===== config.mk =====
export PLATFORM = sky130hd
export DESIGN_NAME = odd_one_out_source
export DESIGN_NICKNAME = d
export VERILOG_FILES = /design/src/rtl/odd_one_out_source.sv
export SDC_FILE = /design/constraint.sdc
export NUM_CORES = 1
export LEC_CHECK = 0
export BUFFER_PORTS_ARGS = -buffer_cell sky130_fd_sc_hd__buf_2
export CAP_MARGIN = 25
export CORE_MARGIN = 8
export CORE_UTILIZATION = 35
export DETAILED_ROUTE_END_ITERATION = 7
export PLACE_DENSITY_LB_ADDON = 0.1
export SKIP_CTS_REPAIR_TIMING = 1
export SYNTH_ARGS = -nofsm -noshare
export SYNTH_HDL_FRONTEND = slang
export SYNTH_SLANG_ARGS = --single-unit

===== constraint.sdc =====
create_clock -name clk -period 5.1 [get_ports clk]
set_input_delay 0.51 -clock clk [delete_from_list [all_inputs] [get_ports clk]]
set_output_delay 0.51 -clock clk [all_outputs]
set_load 0.02 [all_outputs]

===== src/rtl/odd_one_out_source.sv =====
// Odd-one-out stream source.
// Each test streams K LFSR values, then one unpaired value, then the K values
// again in reverse order. It then waits for the sink's answer and grades it
// against the unpaired value.
module odd_one_out_source #(
  parameter int MAX_PAIRS = 127,
  parameter int TIMEOUT   = 1023
) (
  input  logic       clk,
  input  logic       reset,
  input  logic       start,
  input  logic [7:0] seed,
  input  logic [6:0] pair_count,
  output logic [7:0] integers,
  output logic [7:0] N,
  output logic       latch_in,
  input  logic [7:0] out_value,
  input  logic       ready,
  output logic       busy,
  output logic       done,
  output logic       pass,
  output logic       timeout,
  output logic [7:0] expected
);

  localparam int TW = $clog2(TIMEOUT + 1);

  typedef enum logic [2:0] {
    S_IDLE,
    S_LATCH,
    S_SEND_FWD,
    S_SEND_ODD,
    S_SEND_REV,
    S_WAIT,
    S_DONE
  } state_t;

  state_t        state_q, state_d;
  logic [6:0]    k_q;        // pair count of the running test
  logic [6:0]    k_sat;      // pair_count clamped to MAX_PAIRS
  logic [6:0]    idx_q;      // write pointer going forward, read pointer going back
  logic [6:0]    rd_idx;
  logic [7:0]    lfsr_q;     // value to be sent next in the forward/odd phase
  logic [7:0]    seed_eff;
  logic [TW-1:0] wait_cnt;
  logic          start_ok;
  logic          wait_last;
  logic [7:0]    buffer [0:MAX_PAIRS-1];

  // Galois LFSR, right shift, taps 0xB8; the all-zero state is never reached.
  function automatic logic [7:0] lfsr_step(input logic [7:0] s);
    return {1'b0, s[7:1]} ^ (s[0] ? 8'hB8 : 8'h00);
  endfunction

  assign k_sat     = (pair_count > 7'(MAX_PAIRS)) ? 7'(MAX_PAIRS) : pair_count;
  assign seed_eff  = (seed == 8'h00) ? 8'h01 : seed;
  assign start_ok  = start && ((state_q == S_IDLE) || (state_q == S_DONE));
  // WAIT lasts at most TIMEOUT cycles; this is the last of them.
  assign wait_last = (wait_cnt == TW'(TIMEOUT - 1));
  // After the forward phase idx_q == K, so idx_q-1 walks K-1 down to 0.
  assign rd_idx    = idx_q - 7'd1;

  // State register.
  // NOTE: clocked state uses non-blocking assignments so every flop samples pre-edge values.
  always_ff @(posedge clk) begin
    if (reset) state_q <= S_IDLE;
    else       state_q <= state_d;
  end

  // Next-state logic.
  // NOTE: every always_comb output gets a default first, so no path can infer a latch.
  always_comb begin
    state_d = state_q;
    case (state_q)
      S_IDLE:     if (start) state_d = S_LATCH;
      S_LATCH:    state_d = (k_q != 7'd0) ? S_SEND_FWD : S_SEND_ODD;
      S_SEND_FWD: if (idx_q == k_q) state_d = S_SEND_ODD;
      S_SEND_ODD: state_d = (k_q != 7'd0) ? S_SEND_REV : S_WAIT;
      S_SEND_REV: if (idx_q == 7'd0) state_d = S_WAIT;
      S_WAIT:     if (ready || wait_last) state_d = S_DONE;
      S_DONE:     if (start) state_d = S_LATCH;
      default:    state_d = S_IDLE;
    endcase
  end

  // Status outputs decoded from the current state.
  always_comb begin
    busy     = 1'b0;
    done     = 1'b0;
    latch_in = 1'b0;
    case (state_q)
      S_LATCH: begin
        busy     = 1'b1;
        latch_in = 1'b1;
      end
      S_SEND_FWD, S_SEND_ODD, S_SEND_REV, S_WAIT: busy = 1'b1;
      S_DONE:  done = 1'b1;
      default: ;
    endcase
  end

  // Datapath. Registered stream data is loaded on the edge that enters each
  // send state, so it is valid throughout that state's cycle.
  always_ff @(posedge clk) begin
    if (reset) begin
      integers <= 8'h00;
      N        <= 8'h00;
      expected <= 8'h00;
      pass     <= 1'b0;
      timeout  <= 1'b0;
      k_q      <= 7'd0;
      idx_q    <= 7'd0;
      lfsr_q   <= 8'h01;
      wait_cnt <= '0;
    end else begin
      integers <= 8'h00;
      wait_cnt <= (state_q == S_WAIT) ? wait_cnt + TW'(1) : '0;

      if (start_ok) begin
        k_q     <= k_sat;
        lfsr_q  <= seed_eff;
        N       <= {k_sat, 1'b1};
        idx_q   <= 7'd0;
        pass    <= 1'b0;
        timeout <= 1'b0;
      end

      case (state_d)
        S_SEND_FWD: begin
          integers <= lfsr_q;
          lfsr_q   <= lfsr_step(lfsr_q);
          idx_q    <= idx_q + 7'd1;
        end
        S_SEND_ODD: begin
          integers <= lfsr_q;
          expected <= lfsr_q;
        end
        S_SEND_REV: begin
          integers <= buffer[rd_idx];
          idx_q    <= rd_idx;
        end
        default: ;
      endcase

      // Grade the sink; a ready in the final WAIT cycle still counts.
      if ((state_q == S_WAIT) && (state_d == S_DONE)) begin
        pass    <= ready && (out_value == expected);
        timeout <= !ready;
      end
    end
  end

  // Pair buffer, written once per forward cycle.
  // NOTE: the buffer has no reset; every entry read back was written earlier in the same test.
  always_ff @(posedge clk) begin
    if (!reset && (state_d == S_SEND_FWD)) buffer[idx_q] <= lfsr_q;
  end

endmodule


* Word level (Yosys, flattened, before mapping)
Memories as Yosys holds them, arrays and structs flattened.
Index checks and enable logic that the tools add are counted.
** Storage, ports and cells
- Register bits :: 61
- RAM bits :: 1016
- Memories kept :: 1
** Operators by class
- Add/subtract/negate cells :: 3
- Magnitude comparators :: 1
- Equal/unequal tests :: 13
- Mux-type cells :: 23
- Bitwise operators :: 2
- Reduce and logical (&&, ||, !) cells :: 19
** Memories
- buffer :: words 127, width 8, read ports 1, clocked after Yosys merged registers in 0, write ports 1, RTL line 48 : logic [7:0] buffer [0:MAX_PAIRS-1];
** Operators by type and width (number)
- $mux W8 :: 4
- $pmux W3 S6 :: 1
- $pmux W8 S2 :: 1
- $eq A3 B3 Y1 const B :: 5
- $mux W7 :: 2
- $pmux W7 S2 :: 1
- $eq A3 B2 Y1 const B :: 4
- $mux W3 :: 4
- $add A10 B1 Y10 const B :: 1
- $eq A10 B10 Y1 const B :: 1
- $mux W1 :: 10
- $eq A8 B8 Y1 :: 1
- $logic_not A8 Y1 :: 1
- $xor A7 B8 Y8 :: 1
- $add A7 B1 Y7 const B :: 1
- $eq A7 B7 Y1 :: 1
- $gt A7 B7 Y1 const B :: 1
- $logic_not A7 Y1 :: 1
- $reduce_bool A7 Y1 :: 1
- $sub A7 B1 Y7 const B :: 1
- $reduce_or A2 Y1 :: 3
- $reduce_or A5 Y1 :: 1
- $logic_and A1 B1 Y1 :: 4
- $reduce_bool A2 Y1 :: 2
- other kinds (6) :: 8

* Longest topological paths before layout
Gate-level depths: netlist of run 1.
- Word-level depth :: 8
- Mapped depth :: 18
- Gate-level depth less buffers :: 9

* Worst setup path before layout of run 1
Ideal clock, no wire load.
- Path type :: reg-to-reg
- From :: reg idx_q[0]
- To :: mem buffer[31][0] (enable)
- Data arrival time :: 3.683 ns
- Data required time :: 4.702 ns
- Path slack :: 1.019 ns
- Cell stages (with the launch flop) :: 15
- Period minus slack after synthesis :: 4.081 ns
- Cells stage by stage :: dfxtp_1 > buf_6 > buf_4 > buf_2 > inv_1 > clkbuf_1 > ha_1 > buf_2 > nand2b_1 > or4_1 > o211ai_1 > or3_1 > clkbuf_1 > nor2_1 > nor4b_1
** On the way
- Word-level cells in the longest chain between the ends :: 7
- Elaborated cells on any way between the ends :: 9
** Ends and longest elaborated chain
- from (decl) :: RTL line 41 : logic [6:0] idx_q;
- from (signal assigned) :: RTL line 132 : idx_q <= idx_q + 7'd1;
- from (signal assigned) :: RTL line 140 : idx_q <= rd_idx;
- $eq A7 B7 Y1 or $logic_not A7 Y1 (tied branches) :: RTL line 77, 79
- $mux W3 (on tied branches) :: RTL line 77, 79
- $pmux W3 S6 :: RTL line 74 : case (state_q)
- $eq A3 B2 Y1 :: RTL line 156 : if (!reset && (state_d == S_SEND_FWD)) buffer[idx_q] <= lfsr_q;
- $logic_and A1 B1 Y1 :: RTL line 156
- $mux W1 :: RTL line 156
- $mux W1 (implied by the code) :: RTL line 156
- to (decl) :: RTL line 48
Parallel ways exist; a longest one is shown, timed or not.

* Worst setup path after layout of run 1
- From :: reg idx_q[0]
- To :: reg integers[0]
** On the way
- Word-level cells in the longest chain between the ends :: 6
- Elaborated cells on any way between the ends :: 12
** Ends and longest elaborated chain
- parallel branches: the longest is 5 deep, another holds $mem_v2 Z127 W8
- $pmux W8 S2 (*) :: RTL line 128 : case (state_d)
- to (signal assigned) :: RTL line 130 : integers <= lfsr_q;
- to (signal assigned) :: RTL line 135 : integers <= lfsr_q;
- to (signal assigned) :: RTL line 139 : integers <= buffer[rd_idx];
- to (decl) :: RTL line 14 : output logic [7:0] integers,
Mark *: on every way between the ends.
A chain may end at the register's enable or synchronous reset.

==> flow_summary.toml, run 1 <==
[global_route]
antenna_found_initial = 2
grt_pass1_wl_um = 168000
grt_max_degree = 96
grtUsageTotal_pct = 17.5
grt_pass1_vias = 22300
gr-total-overflow = 0

[die]
initial_utilization_pct = 35.1
ios = 56
die_y_um = 365
fp.dieW_um = 365
coreArea_sq_um = 121000
dieArea_sq_um = 133000
num_rows = 128

[worst_setup_path]
cp-start-kind = "flop"
cp-end-kind = "flop"
critical_path_class = "flop to flop"
critPathArrivalTime_ns = 5.11
critPathMaxFanout = 45
crit_required_ns = 5.72

[synthesis]
postSynthAreaPerCell_sq_um = 19.4
ys_top_cells_by_area = "edfxtp_1 72%, mux4_2 15%, dfxtp_1 2.5%"
synthXorXnorAreaFrac_pct = 0.639
yosysWarnings = 0
synthFlopType = "edfxtp_1"
synth_top_area_share_pct = 71.8
synth_edf_count = 1016
syn_area_sq_um = 42500
muxShareOfSynthArea_pct = 15.6
synth-compound-area-share_pct = 2.44
ys_seq_area_share_pct = 74.3
synth_fa_ha_area_share_pct = 0.118
synth_nets = 2219
async_reset_ff_share_pct = 0
synthSimpleGateAreaFrac_pct = 5.12
synth_common_cells = "1016 x edfxtp_1, 278 x mux4_2, 199 x nor2_1, 154 x nand2_1, 54 x dfxtp_1"
syn_inst = 2188
yosysMostFrequentCell = "edfxtp_1"
synth_top_family_by_area = "multiplexers"
yosys.area.top_type = "edfxtp_1"
ys_types = 69
ys_seq_elements = 1070

[cells_and_area]
fillers = 10900
drive_gt1_share_pct = 25.4
diodes = 0
final_nets = 2336
area_growth_pct = 14.3
fin_area_sq_um = 48600

[sta]
fin_skew_ns = 0.0382
min_period_ns = 4.50
setup_viol = 0
slew_viol_final = 0
rsz0062_at_grt = "false"
hold_viol = 0
min_period_over_period_pct = 88.2
max_slew_margin_pct = 29.9
max_freq_mhz = 222
tightest_slew_ns = 1.02
fin_setup_tns_ns = 0

[min_path]
worst_hold_path_type = "input pin to flop"

[flow_run]
cap_violations = 0

[clock_network]
htreeDepth = 3
cts.clk_slew.worst_paths_ns = 0.06
cts_buffer_depth = 3
cts_tree = "yes"
clock_latency_ns = 0.73
clkSinkCount = 1070
root_buffer = "clkbuf_16"
cts_buffers = 115

[routing]
final_antenna_net_count = 0
wire_per_inst_um = 29.0
drt_iter0_markers = 2219
drt-vias-per-instance = 5.43
drc = 0
vias = 21900
drtPass1Iterations = 5
wirelength_um = 117000

[power_and_ir_drop]
power_density_nw_per_um2 = 567
p_leak_nw = 15.1
ir_drop_mv = 0.409

[place]
gp_congestion = 0.826
placed_area_sq_um = 44900
dp_hpwl_um = 73600
io_buffers = 55

[run_status]
outcome = "finished, final reports clean"
==> worst max-delay path, cell delays in order, from the launching register on <==
cell and delay [ns]:
dfxtp_4 0.51, inv_1 0.13, ha_4 0.94, buf_4 0.56, mux4_2 0.39, mux2i_1 0.14, o21ai_0 0.16, a2111oi_0 0.90
a2111oi_0 0.27, a221o_1 0.34
==> routing by layer <==
layer,global-route usage [%],vias to the layer above,part of all wire (%)
li1,-,9171,-
met1,24.9,11800,45
met2,28.1,706,48
met3,2.66,154,5.6
met4,4.52,0,2.1
met5,0,-,0
==> logic make-up (layout without fill, tap and decap cells) <==
family | count (synthesis) | in the layout
AO/OA/AOI/OAI | 139 | 139
XOR/XNOR | 31 | 31
adder cells (fa/ha/maj) | 4 | 4
buffers and inverters | 139 | 353
flip-flops | 1070 | 1070
multiplexers | 315 | 315
AND/OR/NAND/NOR | 490 | 490
==> area by class of cell <==
type / count / area [sq um] / area share [%]
clock buffer: 136 / 2980 / 6.13
clock inverter: 78 / 692 / 1.42
inverter: 4 / 15.0 / 0.0309
multi-input combinational: 979 / 10200 / 21.1
sequential: 1070 / 31600 / 65.1
tap: 1625 / 2030 / 4.18
timing repair buffer: 135 / 1010 / 2.08
==> final timing paths <==
kind	start	endpoint	slack, ns	depth (start not counted)
worst max-delay path	idx_q[0]	integers[0]	0.60	9
worst min-delay path	pair_count[4]	N[5]	0.04	3
worst max register to register	idx_q[0]	integers[0]	0.60	9
worst min register to register	pass	pass	0.48	2
==> where the power goes <==
part           switching (mW)  internal, mW  leakage [nW]  total, mW
Combinational            5.12          3.17          3.60       8.29
Clock                    3.43          4.71          1.77       8.13
Sequential              0.613          10.5          9.72       11.1
Total                    9.16          18.4          15.1       27.5
==> sequential cells by signal, summed over array words and instances (netlist names) <==
register and flops:
N 8, buffer 1016, expected 8, idx_q 7
integers 8, lfsr_q 8, pass 1, state_q 3
timeout 1, wait_cnt 10
==> through the flow <==
stage | instances | hold slack (ns) | power, mW | worst slack, ns | utilization [%]
finish | 4027 | 0.0372 | 27.5 | 0.603 | 40.1
global route | 4027 | 0.0134 | 28.5 | 0.544 | 40.1
CTS | 4023 | -0.0295 | 27.9 | 0.651 | 40.1
detailed placement | 3809 | 0.469 | 19.7 | 0.657 | 37.0
global placement | 3800 | 0.452 | 19.6 | 0.681 | 36.9
floorplan | 2188 | 0.452 | 16.2 | 1.02 | -
==> placed cells by master (no fill, tap or decap), types with 10 or more instances in the layout <==
cell type | Yosys | final
dfxtp_1 | 54 | 45
a21oi_1 | 29 | 29
nor2_1 | 199 | 199
clkinv_2 | 0 | 20
clkbuf_1 | 48 | 20
clkbuf_16 | 0 | 116
and3_1 | 11 | 11
mux4_2 | 278 | 278
nand4_1 | 10 | 10
buf_4 | 21 | 64
nand3_1 | 32 | 32
buf_2 | 45 | 55
o21ai_0 | 12 | 12
xnor2_1 | 17 | 15
bufinv_16 | 0 | 11
nor3_1 | 24 | 24
a211oi_1 | 18 | 18
a311oi_1 | 14 | 14
clkinv_1 | 0 | 29
edfxtp_1 | 1016 | 1016
mux2i_1 | 36 | 36
xor2_1 | 14 | 11
nand2_1 | 154 | 154
clkinvlp_4 | 0 | 10
(Power assumes the default switching activity.)
==> inputs of run 2 (changes only) <==
Settings changed: SKIP_CTS_REPAIR_TIMING 1 to default.
Clock period 5.1 ns to 5.6 ns, I/O delays scaled along.
==> run 2 against run 1 <==
- global-route usage up 0.15 points
- hold slack better by 0.092 ns
- non-clock buffer count up 20
- largest cell class unchanged
==> flow_summary.toml, run 2 (same netlist as run 1, synthesis figures left out) <==
[clock_network]
post-cts-setup-buffers = 0
cts.clk_slew.worst_paths_ns = 0.07
cts_buffers = 111
root_buffer = "clkbuf_16"
clkSinkCount = 1070
cts_resized = 0
clock_latency_ns = 0.69
hold_buffers = 0
htreeDepth = 3
cts_tree = "yes"
cts_buffer_depth = 3

[routing]
drc = 0
drtPass1Iterations = 7
wire_per_inst_um = 29.1
drt-vias-per-instance = 5.34
vias = 21600
drt_iter0_markers = 1949
wirelength_um = 118000
final_antenna_net_count = 0

[cells_and_area]
drive_gt1_share_pct = 26.2
multi_input_area_sq_um = 10200
mostFrequentLayoutCell = "edfxtp_1"
layout_common_cells = "1016 x edfxtp_1, 278 x mux4_2, 199 x nor2_1"
regMostFlops = "buffer"
largest_reg_flops = 1016
diodes = 0
fillers = 10900
largestRegisters = "buffer (1016), wait_cnt (10)"
regArea_sq_um = 31600
final_nets = 2352
area_growth_pct = 14.4

[worst_setup_path]
critical_path_class = "flop to flop"
critPathArrivalTime_ns = 5.18
rrSetupSlack_ns = 1.04
critPathMaxFanout = 37
cp-start-kind = "flop"
crit_required_ns = 6.23
cp-end-kind = "flop"

[sta]
rsz0062_at_grt = "false"
min_period_ns = 4.56
max_slew_margin_pct = 27.0
hold_viol = 0
slew_viol_final = 0
fin_skew_ns = 0.0335
min_period_over_period_pct = 81.4
worst_slack_ns = 1.04
fin_setup_tns_ns = 0
tightest_slew_ns = 1.09
max_freq_mhz = 219
setup_viol = 0

[die]
die_y_um = 365
ios = 56
dieArea_sq_um = 133000
fp.dieW_um = 365
initial_utilization_pct = 35.1
coreArea_sq_um = 121000
num_rows = 128

[global_route]
gr-total-overflow = 0
grt_pass1_wl_um = 169000
grt_max_degree = 99
grt_pass1_vias = 22200
antenna_found_initial = 7
grtUsageTotal_pct = 17.6

[min_path]
worst_hold_path_type = "input pin to flop"

[place]
pre_cts_ws_ns = 1.01
gp_congestion = 0.801
dp_hpwl_um = 72400
io_buffers = 55

[run_status]
outcome = "finished, final reports clean"

[power_and_ir_drop]
p_leak_nw = 15.2
power_density_nw_per_um2 = 511
ir_drop_mv = 0.366

[flow_run]
cap_violations = 0
## run 2: cell types whose count changed in the layout (fill, tap and decap cells not counted), moves of 2 or more
cell,delta
buf_4,+24
clkinv_2,+14
clkbuf_1,-5
clkinvlp_4,-5
buf_6,-3
bufinv_16,-2
clkdlybuf4s18_2,+2
clkinv_1,-2
## run 2: critical path: stages, from the launching register on
cell	delay (ns)
dfxtp_1	0.75
inv_1	0.27
ha_4	0.78
buf_4	0.54
buf_4	0.32
mux4_2	0.22
nand2_1	0.05
a311oi_1	0.40
a211oi_1	0.09
nor4_1	0.90
a21o_1	0.13
## run 2: area by class of cell
cell class	count	share of cell area [%]
Inverter	4	0.0309
Timing Repair Buffer	155	2.37
Multi-Input combinational cell	979	21.0
Clock inverter	82	1.32
Clock buffer	130	6.03
Sequential cell	1070	65.0
Tap cell	1625	4.18
## run 2: final timing paths
kind                                    start           to  cells after the start
worst max-delay path                 idx_q[1]  integers[3]                     10
worst min-delay path            pair_count[1]         N[2]                      3
worst max register to register       idx_q[1]  integers[3]                     10
worst min register to register           pass         pass                      2
## run 2: power by group
group | internal (mW) | switching [mW] | leakage, nW | total, mW
logic | 2.87 | 4.67 | 3.71 | 7.55
registers | 9.56 | 0.486 | 9.72 | 10.0
clock network | 4.15 | 3.10 | 1.77 | 7.26
## run 2: routing by layer
metal  track usage [%]  up-vias  wire length, um
li1                  -     9196                -
met2              27.8      626            55000
met4              4.28        2             2240
met1              25.6    11700            53200
met5                 0        -               13
met3              2.99      144             7220
## run 2: metrics by stage
| step | power, mW | instance area, sq um | hold slack [ns] | util [%] | cells |
|---|---|---|---|---|---|
| floorplan | 14.8 | 42500 | 0.452 | - | 2188 |
| global placement | 17.8 | 44900 | 0.454 | 37.0 | 3816 |
| detailed placement | 17.9 | 45000 | 0.453 | 37.1 | 3822 |
| CTS | 25.2 | 48500 | 0.0738 | 40.0 | 4034 |
| global route | 25.8 | 48600 | 0.111 | 40.1 | 4045 |
| finish | 24.8 | 48600 | 0.129 | 40.1 | 4045 |
